<file path="src/rtl/memory_arbiter_pkg.sv">
// Shared types for the byte-wide memory port arbiter:
// FSM states, load/store size codes and the IO region decode.
package memory_arbiter_pkg;

  typedef enum logic [1:0] {
    IDLE   = 2'd0,
    IFETCH = 2'd1,
    DREAD  = 2'd2,
    DWRITE = 2'd3
  } state_t;

  localparam logic [1:0] SIZE_BYTE = 2'b00;
  localparam logic [1:0] SIZE_HALF = 2'b01;
  localparam logic [1:0] SIZE_WORD = 2'b10;

  // ls_addr[17:16] value that selects memory-mapped IO
  localparam logic [1:0] IO_REGION = 2'b11;

  localparam logic GRANT_IC = 1'b0;
  localparam logic GRANT_LS = 1'b1;

  // The illegal code 11 is treated as a word.
  function automatic logic [2:0] size_len(input logic [1:0] size);
    unique case (size)
      SIZE_BYTE: return 3'd1;
      SIZE_HALF: return 3'd2;
      SIZE_WORD: return 3'd4;
      default:   return 3'd4;
    endcase
  endfunction

endpackage

</file>
<file path="src/rtl/memory_arbiter.sv">
// Single owner of the byte-wide RAM/IO port: arbitrates icache and
// LSB requests and serialises them into little-endian byte transfers.
module memory_arbiter
  import memory_arbiter_pkg::*;
(
  input  logic        clk,
  input  logic        rst,
  input  logic        rdy,
  input  logic [7:0]  mem_din,
  output logic [7:0]  mem_dout,
  output logic [31:0] mem_a,
  output logic        mem_wr,
  input  logic        io_buffer_full,
  input  logic        flush,
  input  logic        ic_req,
  input  logic [31:0] ic_addr,
  output logic        ic_done,
  output logic [31:0] ic_data,
  input  logic        ls_req,
  input  logic        ls_we,
  input  logic [1:0]  ls_size,
  input  logic [31:0] ls_addr,
  input  logic [31:0] ls_wdata,
  output logic        ls_done,
  output logic [31:0] ls_rdata
);

  state_t      state, state_n;
  logic [2:0]  cnt, cnt_n;
  logic [2:0]  len, len_n;
  logic [31:0] addr, addr_n;
  logic [31:0] wdata, wdata_n;
  logic [31:0] rbuf, rbuf_n;
  logic        io_st, io_st_n;
  logic        last_grant, last_grant_n;
  logic        ic_done_n, ls_done_n;
  logic [31:0] ic_data_n, ls_rdata_n;

  logic        busy;
  logic        ic_go;
  logic        ls_go;
  logic        pick_ls;
  logic        stall;
  logic        active;
  logic [1:0]  bidx;

  assign busy    = ic_done | ls_done;
  assign ic_go   = ic_req & ~busy & ~flush;
  assign ls_go   = ls_req & ~busy & ~flush;
  assign pick_ls = ls_go & (~ic_go | (last_grant == GRANT_IC));
  assign active  = (state != IDLE) && (cnt < len);
  assign stall   = (state == DWRITE) && (cnt == 3'd0)
                 && io_st && io_buffer_full;
  // byte returned this cycle belongs to the address issued last cycle
  assign bidx    = cnt[1:0] - 2'd1;

  always_ff @(posedge clk) begin
    if (rst) begin
      state      <= IDLE;
      cnt        <= '0;
      len        <= '0;
      addr       <= '0;
      wdata      <= '0;
      rbuf       <= '0;
      io_st      <= 1'b0;
      last_grant <= GRANT_IC;
      ic_done    <= 1'b0;
      ls_done    <= 1'b0;
      ic_data    <= '0;
      ls_rdata   <= '0;
    end else if (rdy) begin
      state      <= state_n;
      cnt        <= cnt_n;
      len        <= len_n;
      addr       <= addr_n;
      wdata      <= wdata_n;
      rbuf       <= rbuf_n;
      io_st      <= io_st_n;
      last_grant <= last_grant_n;
      ic_done    <= ic_done_n;
      ls_done    <= ls_done_n;
      ic_data    <= ic_data_n;
      ls_rdata   <= ls_rdata_n;
    end
  end

  always_comb begin
    state_n      = state;
    cnt_n        = cnt;
    len_n        = len;
    addr_n       = addr;
    wdata_n      = wdata;
    rbuf_n       = rbuf;
    io_st_n      = io_st;
    last_grant_n = last_grant;
    ic_done_n    = 1'b0;
    ls_done_n    = 1'b0;
    ic_data_n    = ic_data;
    ls_rdata_n   = ls_rdata;
    unique case (state)
      IDLE: begin
        if (pick_ls) begin
          addr_n       = ls_addr;
          len_n        = size_len(ls_size);
          wdata_n      = ls_wdata;
          io_st_n      = (ls_addr[17:16] == IO_REGION);
          last_grant_n = GRANT_LS;
          cnt_n        = '0;
          rbuf_n       = '0;
          state_n      = ls_we ? DWRITE : DREAD;
        end else if (ic_go) begin
          addr_n       = ic_addr;
          len_n        = 3'd4;
          io_st_n      = 1'b0;
          last_grant_n = GRANT_IC;
          cnt_n        = '0;
          rbuf_n       = '0;
          state_n      = IFETCH;
        end
      end
      IFETCH, DREAD: begin
        if (flush) begin
          state_n = IDLE;
          cnt_n   = '0;
        end else begin
          if (cnt != 3'd0) begin
            rbuf_n[{bidx, 3'b000} +: 8] = mem_din;
          end
          if (cnt == len) begin
            state_n = IDLE;
            cnt_n   = '0;
            if (state == IFETCH) begin
              ic_done_n = 1'b1;
              ic_data_n = rbuf_n;
            end else begin
              ls_done_n  = 1'b1;
              ls_rdata_n = rbuf_n;
            end
          end else begin
            cnt_n = cnt + 3'd1;
          end
        end
      end
      DWRITE: begin
        // stores are committed, so flush is not looked at here
        if (!stall) begin
          if (cnt == len - 3'd1) begin
            state_n   = IDLE;
            cnt_n     = '0;
            ls_done_n = 1'b1;
          end else begin
            cnt_n = cnt + 3'd1;
          end
        end
      end
      default: begin
        state_n = IDLE;
        cnt_n   = '0;
      end
    endcase
  end

  always_comb begin
    mem_a    = '0;
    mem_dout = '0;
    mem_wr   = 1'b0;
    if (active) begin
      mem_a = addr + {29'd0, cnt};
    end
    if (active && (state == DWRITE)) begin
      mem_dout = wdata[{cnt[1:0], 3'b000} +: 8];
      mem_wr   = ~stall;
    end
  end

endmodule
</file>
<file path="config.mk">
export PLATFORM = sky130hd
export DESIGN_NAME = memory_arbiter
export DESIGN_NICKNAME = d
export VERILOG_FILES = /design/src/rtl/memory_arbiter_pkg.sv /design/src/rtl/memory_arbiter.sv
export SDC_FILE = /design/constraint.sdc
export NUM_CORES = 1
export LEC_CHECK = 0
export BUFFER_PORTS_ARGS = -buffer_cell sky130_fd_sc_hd__buf_4
export CAP_MARGIN = 20
export CORE_MARGIN = 3
export CORE_UTILIZATION = 58
export DETAILED_ROUTE_END_ITERATION = 16
export PLACE_DENSITY_LB_ADDON = 0.3
export SYNTH_ARGS = -nofsm -noshare
export SYNTH_HDL_FRONTEND = slang
export SYNTH_SLANG_ARGS = --single-unit
</file>
<file path="constraint.sdc">
create_clock -name clk -period 6.75 [get_ports clk]
set_clock_uncertainty 0.15 [all_clocks]
set_input_delay 1.0125 -clock clk [delete_from_list [all_inputs] [get_ports clk]]
set_output_delay 1.0125 -clock clk [all_outputs]
set_load 0.02 [all_outputs]
</file>
Word-level counts from Yosys, hierarchy flattened
Cells that the tools add are included.

cells by class
  eq/ne operators = 12
  add/sub/neg operators = 5
  shift-type cells = 3
  order comparisons = 1
  bitwise gates (word level) = 13
  reductions and logical operators = 20
  muxes and demuxes = 42

operator list
  operator                                               count
  two-way mux 32 bit                                     7
  one-hot mux 32 bit (2 select lines)                    1
  adder 32 x 3 -> 32 bit                                 1
  bitwise mux 32 bit                                     1
  variable shift 8 x 7 -> 32 bit (first input constant)  1
  indexed part select 32 x 6 -> 8 bit                    1
  indexed part select 8 x 7 -> 32 bit                    1
  two-way mux 3 bit                                      8
  AND reduction 5 bit                                    3
  two-way mux 1 bit                                      14
  two-way mux 2 bit                                      6
  one-hot mux 3 bit (3 select lines)                     1
  AND reduction 3 bit                                    3
  two-way mux 8 bit                                      1
  negator 5 -> 7 bit                                     1
  equality test 2 bit (second input constant)            3
  equality test 3 bit                                    2
  inequality test 2 bit (second input constant)          3
  inequality test 3 bit (second input constant)          2
  NOT 1 bit                                              6
  one-hot mux 2 bit (3 select lines)                     1
  one-hot mux 3 bit (2 select lines)                     1
  nonzero test 2 bit                                     3
  AND 1 bit                                              5
  other kinds (13)                                       20

storage, ports and cells
  word-level logic and storage cells = 108
  flip-flop bits (word level) = 172
  output and inout bits = 107

Logic depth before layout (Yosys ltp)
Gate-level depths: netlist of run 1.

  depth after elaboration = 9
  mapped depth = 9
  depth with buffers taken out = 7

Worst setup path after synthesis of run 1
No wires, ideal clock.

  path kind = register to output
  from = register cnt[1]
  to = output port mem_a[22]
  setup slack = 2.525 ns
  arrival time = 3.063 ns
  data required time = 5.588 ns
  stages on the path, launching flop included = 9
  path buffers = 2
  cell sequence = dfxtp_1 -> buf_1 -> inv_1 -> fa_1 -> nor2b_1 -> o2111ai_1 -> clkbuf_1 -> nor4_1 -> mux2i_1

between the ends
  longest elaborated chain between the ends = 3
  elaborated cells on any way between the ends = 4
  those cells by class = add/sub (1); order compare (1); mux (1); reduce/logical (1)

ends and longest elaborated chain
  item                                                            line                   text
  start, declared                                                 memory_arbiter.sv:29   logic [2:0] cnt, cnt_n;
  start signal, assigned                                          memory_arbiter.sv:73   cnt <= cnt_n;
  branches (longest 2 deep; another with adder 32 x 3 -> 32 bit)  n/a
  two-way mux 32 bit (*)                                          memory_arbiter.sv:167  if (active) begin
  end, declared                                                   memory_arbiter.sv:11   output logic [31:0] mem_a,

Mark *: on every way between the ends.

Worst setup path after layout of run 1
  from = register cnt[1]
  to = output port mem_a[15]

The elaborated chain is that of the path after synthesis.

==> impl_results.md, run 1 <==
- DRC: 0
- Sw Pwr: 0.717 mW
- Post-DP HPWL: 16500 µm
- Slew at the pin with the worst max-slew slack: 1.06 ns
- Synth cell types: 57
- Clk sinks: 172
- Port bufs: 220
- DP Cell Count: 1369
- Arrival time at the worst endpoint: 3.92 ns
- Yosys warns: 0
- Hold Crit Class: reg2reg
- Placed cell areas: 10200 µm²
- Fraction of layout cells with a size suffix above 1: 23.5%
- Final slew viol count: 0
- VDD IR max: 0.206 mV
- PwrDens: 225 nW/µm²
- Antenna-violating nets left: 0
- Routed length per instance: 17.6 µm
- Setup_tns: 0 ns
- First-pass GRT wire length: 39600 µm
- Pin count of the biggest net entering global routing: 83
- R2R Setup Slk: 2.97 ns
- Core area: 14100 µm²
- Fin crit period: 5.08 ns
- DR pass1 iterations: 7
- Fmax: 197 MHz
- Avg Vias per Cell: 6.14
- Post-CTS sizing: 0
- Post-CTS Setup Repair Bufs: 0
- Worst r2r path cells: 6
- Crit path cell chain: ha_1, nor2b_1, o21ai_1, nand2_1, a21oi_1, buf_4
- Syn_nets: 1179
- Die Span X: 128 µm
- Post-CTS Hold Fix Bufs: 0
- Full die area: 16300 µm²
- Num CTS Buffers: 17
- Total grt overflow: 0
- Most common cell after layout, fill and taps aside: buf_4
- Fraction of registers with async set/reset: 0%
- Slew HR: 29.4%
- Final worst path period share: 75.3%
- Sw Share: 29.4%
- Ys flop type: dfxtp_1
- Register area share after synthesis: 40.2%
- Syn_area_per_cell: 8.18 µm²
- Final Hold Fails: 0
- Combinational fraction of design power: 15.3%
- EDFF count, synth: 0
- CP required: 5.59 ns
- Worst Path Max Fanout: 25
- Clk_lat worst skew: 0.43 ns
- Die extent in y: 128 µm
- Worst Hold End: wdata[5]
- Critical R2R Launch: cnt[1]
- Synth Instances: 1047
- 1st-iter DRT viols: 721
- Int Pwr: 1.72 mW
- Critical path's slowest cell: dfxtp_1
- Vias in the first global route: 7899
- Leakage: 3.97 nW
- CTS H-tree depth: 4
- Top Ports: 221
- Crit. End Element: primary output
- Status: finished, final reports clean
- Initial core utilization: 60.5%
- Max incr delay on CP: 0.93 ns
- RSZ-0062 raised after global routing: false
- Antenna diode count: 0
- Vias: 8613
- Power Total: 2.44 mW
- Worst Hold Launch: wdata[5]
- Clock share of power: 39.8%
- Final setup fails: 0
- Deepest clock path buffer count: 2
- # fillers: 1076
- Synthesis-to-finish area growth: 26.4%
- Antenna violations before repair: 0
- Hold Path Stages: 2
- Post-Syn Area: 8570 µm²
- Critical path class: reg2out
- Sequential fraction of design power: 44.9%
- Clock-pin transition on the worst setup and hold timing paths: 0.07 ns
- Startpoint Class: register
- CTS tree: done
- CTS root buf: clkbuf_16
- Nets: 1342
- FP Rows: 43
- GRT Util Overall: 29.5%
- Post-Layout Inst Area: 10800 µm²
- Gpl congestion: 0.878
- Yosys reg bits: 172
- R2R Path End: cnt[1]
- Fin cells: 1403
- Most frequent cells in the layout: 231 x buf_4, 172 x dfxtp_1, 146 x nand2_1, 128 x nor2_1, 79 x a21oi_1
- Routed wire length: 24700 µm
- MaxCap Viol Count: 0
kinds of logic after synthesis:
logic type	Yosys count	synth area share, %
adder cells (fa/ha/maj)	18	2.72
XOR/XNOR	10	1.20
AO/OA/AOI/OAI	303	23.8
multiplexers	15	2.92
buffers and inverters	106	4.91
AND/OR/NAND/NOR	423	24.2
flip-flops	172	40.2
Yosys cell counts (18+ instances only):
cell type / n / share of area [%]
or4_1: 20 / 1.8
dfxtp_1: 172 / 40
a21oi_1: 79 / 4.6
o31ai_1: 21 / 1.8
o2111ai_1: 18 / 1.8
a211oi_1: 69 / 6.0
and4_1: 19 / 1.9
nand3_1: 21 / 1.2
a311oi_1: 33 / 3.4
nor2b_1: 31 / 2.3
o21ai_0: 42 / 2.5
nor2_1: 129 / 5.7
clkbuf_1: 68 / 3.0
nand2_1: 146 / 6.4
stage by stage:
step | setup WS (ns) | util [%] | hold slack [ns]
2_1_floorplan | 2.52 | - | 0.282
3_3_place_gp | 2.37 | 72.1 | 0.289
3_5_place_dp | 2.23 | 72.1 | 0.297
4_1_cts | 1.75 | 76.2 | 0.307
5_1_grt | 1.42 | 76.5 | 0.327
6_report | 1.67 | 76.5 | 0.304
power by group through the flow:
stage          registers (mW)  logic (mW)  clock network, mW
2_1_floorplan            1.13       0.200                  0
3_3_place_gp             1.12       0.356                  0
3_5_place_dp             1.12       0.361                  0
4_1_cts                  1.09       0.364              0.978
5_1_grt                  1.10       0.404               1.02
6_report                 1.10       0.373              0.972
state kept, by name, summed over array words and instances (netlist names):
| name | flops |
|---|---|
| ic_data | 32 |
| len | 3 |
| state | 2 |
| wdata | 32 |
| ls_rdata | 32 |
| ls_done | 1 |
| cnt | 3 |
| ic_done | 1 |
| rbuf | 32 |
| addr | 32 |
| io_st | 1 |
| last_grant | 1 |
worst max-delay path by stage:
stage                 from         to  slack, ns  cells after the start
floorplan           cnt[1]  mem_a[22]       2.52                      8
global placement    cnt[1]   mem_a[2]       2.37                      6
detailed placement  cnt[1]  mem_a[15]       2.23                      6
CTS                 cnt[1]  mem_a[15]       1.75                      6
global route        cnt[1]   mem_a[2]       1.42                      6
finish              cnt[1]  mem_a[15]       1.67                      6
layer usage:
metal	wire [µm]	GRT usage, %	up-vias	share of wire (%)
met2	11300	45.1	378	46
li1	-	-	4149	-
met4	653	10.0	0	2.6
met1	10500	40.8	4038	43
met3	2190	7.48	48	8.9
met5	0	0	-	0
worst max-delay path, delay by kind of cell (launching register included):
family,cells,cell delay [ns]
compound gates,2,1.11
fa+ha+maj,1,0.38
buf+inv,1,0.19
flops,1,0.93
simple gates,2,0.87
cell type report:
| class | instances | area (µm²) | area share, % |
|---|---|---|---|
| Multi-Input combinational cell | 769 | 4730 | 43.7 |
| Tap cell | 180 | 225 | 2.08 |
| Inverter | 17 | 63.8 | 0.589 |
| Sequential cell | 172 | 3440 | 31.8 |
| Clock inverter | 15 | 158 | 1.46 |
| Clock buffer | 17 | 425 | 3.93 |
| Timing Repair Buffer | 233 | 1780 | 16.5 |
(Power assumes the default switching activity.)
==> run 2, diff against run 1 <==
--- a/config.mk
+++ b/config.mk
@@ -8,7 +8,7 @@
 export BUFFER_PORTS_ARGS = -buffer_cell sky130_fd_sc_hd__buf_4
 export CAP_MARGIN = 20
 export CORE_MARGIN = 3
-export CORE_UTILIZATION = 58
+export CORE_UTILIZATION = 53
 export DETAILED_ROUTE_END_ITERATION = 16
 export PLACE_DENSITY_LB_ADDON = 0.3
 export SYNTH_ARGS = -nofsm -noshare
==> constraint.sdc (replaced) <==
create_clock -name clk -period 5.25 [get_ports clk]
set_clock_uncertainty 0.15 [all_clocks]
set_input_delay 0.7875 -clock clk [delete_from_list [all_inputs] [get_ports clk]]
set_output_delay 0.7875 -clock clk [all_outputs]
set_load 0.02 [all_outputs]
==> run 2 against run 1 <==
  * First-iteration DRC count up 3.6%
  * Via count down 1.2%
  * Register-to-register slack lost 0.79 ns
  * Combinational power rose by 29%
  * Routed wire length up 1.9%
  * Largest cell class unchanged
  * Cell count grew 2.5%
  * Sequential power rose by 28%
  * Clock power up 39%
  * Worst hold slack worse by 0.00064 ns
  * Core utilization down 5.8 points
  * Global-route usage down 1.9 points
==> impl_results.md, run 2 (same netlist as run 1, synthesis figures left out) <==
- Status: finished, final reports clean
- Fmax: 241 MHz
- Hold Crit Class: reg2reg
- Top Ports: 221
- Final core utilization: 70.7%
- Avg Vias per Cell: 5.92
- Synthesis-to-finish area growth: 27.8%
- Hold Path Stages: 2
- CP required: 4.31 ns
- Full die area: 17700 µm²
- Post-DP HPWL: 16900 µm
- CTS root buf: clkbuf_16
- Vias: 8508
- Routed length per instance: 17.5 µm
- Final setup fails: 0
- MaxCap Viol Count: 0
- R2R Setup Slk: 2.18 ns
- 1st-iter DRT viols: 747
- Antenna-violating nets left: 0
- R2R Path End: ic_data[31]
- CTS H-tree depth: 4
- Worst r2r path cells: 8
- GRT Util Overall: 27.6%
- Core area: 15500 µm²
- DRC: 0
- Startpoint Class: register
- Clock-pin transition on the worst setup and hold timing paths: 0.07 ns
- Leakage: 4.03 nW
- Final Hold Fails: 0
- Post-CTS Hold Fix Bufs: 0
- Slew at the pin with the worst max-slew slack: 1.08 ns
- Routed wire length: 25200 µm
- Post-CTS Setup Repair Bufs: 0
- Pin count of the biggest net entering global routing: 102
- Die extent in y: 133 µm
- Fin cells: 1438
- FP Rows: 45
- Crit. End Element: primary output
- First-pass GRT wire length: 40500 µm
- CTS tree: done
- Vias in the first global route: 7883
- DR pass1 iterations: 6
- Clk_lat worst skew: 0.43 ns
- Deepest clock path buffer count: 2
- Gpl congestion: 0.863
- Multi-input logic area: 4730 µm²
- Antenna violations before repair: 0
- Arrival time at the worst endpoint: 3.20 ns
- Fraction of layout cells with a size suffix above 1: 23.7%
- Total grt overflow: 0
- Critical R2R Launch: cnt[0]
- FF/Latch Area: 3440 µm²
- Slew HR: 27.8%
- # fillers: 1257
- Port bufs: 220
- Fin crit period: 4.14 ns
- Hold Worst Slack: 0.303 ns
- VDD IR max: 0.269 mV
- Post-CTS sizing: 0
- Final worst path period share: 78.9%
- Nets: 1346
- Most common cell after layout, fill and taps aside: buf_4
- Worst Hold Launch: wdata[10]
- RSZ-0062 raised after global routing: false
- Num CTS Buffers: 17
- PwrDens: 296 nW/µm²
- Antenna diode count: 0
- Initial core utilization: 55.3%
- Pre-CTS WS: 1.62 ns
- Die Span X: 133 µm
- DP Cell Count: 1404
- Final worst slack: 1.11 ns
- Worst Path Max Fanout: 13
- Final slew viol count: 0
- Critical path class: reg2out
- Clk sinks: 172
- Most frequent cells in the layout: 235 x buf_4, 172 x dfxtp_1, 146 x nand2_1, 128 x nor2_1, 79 x a21oi_1
- Setup_tns: 0 ns
- Worst Hold End: wdata[10]
-- run 2: final cells by class --
class                           count  area share, %
Inverter                           17          0.583
Tap cell                          211           2.41
Timing Repair Buffer              237           16.6
Multi-Input combinational cell    769           43.2
Clock inverter                     13           1.71
Clock buffer                       19           4.05
Sequential cell                   172           31.5
-- run 2: routing by layer --
layer  GRT usage [%]  part of all wire, %  up-vias
li1                -                    -     4169
met1            37.7                   44     3940
met2            43.5                   46      355
met3            7.48                  8.5       44
met4            7.31                  2.0        0
met5               0                    0        -
-- run 2: worst max path at each step --
| stage | from | to | slack [ns] |
|---|---|---|---|
| floorplan | cnt[1] | mem_a[22] | 1.25 |
| global placement | cnt[0] | mem_a[30] | 1.49 |
| detailed placement | cnt[0] | mem_a[26] | 1.62 |
| CTS | cnt[0] | mem_a[28] | 1.14 |
| global route | cnt[0] | mem_a[28] | 0.91 |
| finish | cnt[0] | mem_a[28] | 1.11 |
-- run 2: power by group --
group | switching (mW) | total [mW] | internal, mW | leakage, nW
logic | 0.295 | 0.483 | 0.188 | 2.32
registers | 0.0475 | 1.41 | 1.36 | 1.39
clock network | 0.536 | 1.35 | 0.814 | 0.312
total | 0.879 | 3.24 | 2.36 | 4.03
-- run 2: metrics by stage --
| step | power, mW | area, µm² |
|---|---|---|
| 4_1_cts | 3.24 | 10900 |
| 6_report | 3.24 | 10900 |
| 3_5_place_dp | 1.91 | 10300 |
| 3_3_place_gp | 1.90 | 10300 |
| 5_1_grt | 3.36 | 10900 |
| 2_1_floorplan | 1.71 | 8570 |
-- run 2: critical path, stage by stage, from the launching register on --
cell       delay, ns
dfxtp_1         0.33
ha_1            0.16
inv_1           0.06
fa_1            0.37
nor2b_1         0.31
o2111ai_1       0.34
buf_4           0.30
or4_1           0.51
a21oi_1         0.20
buf_4           0.19
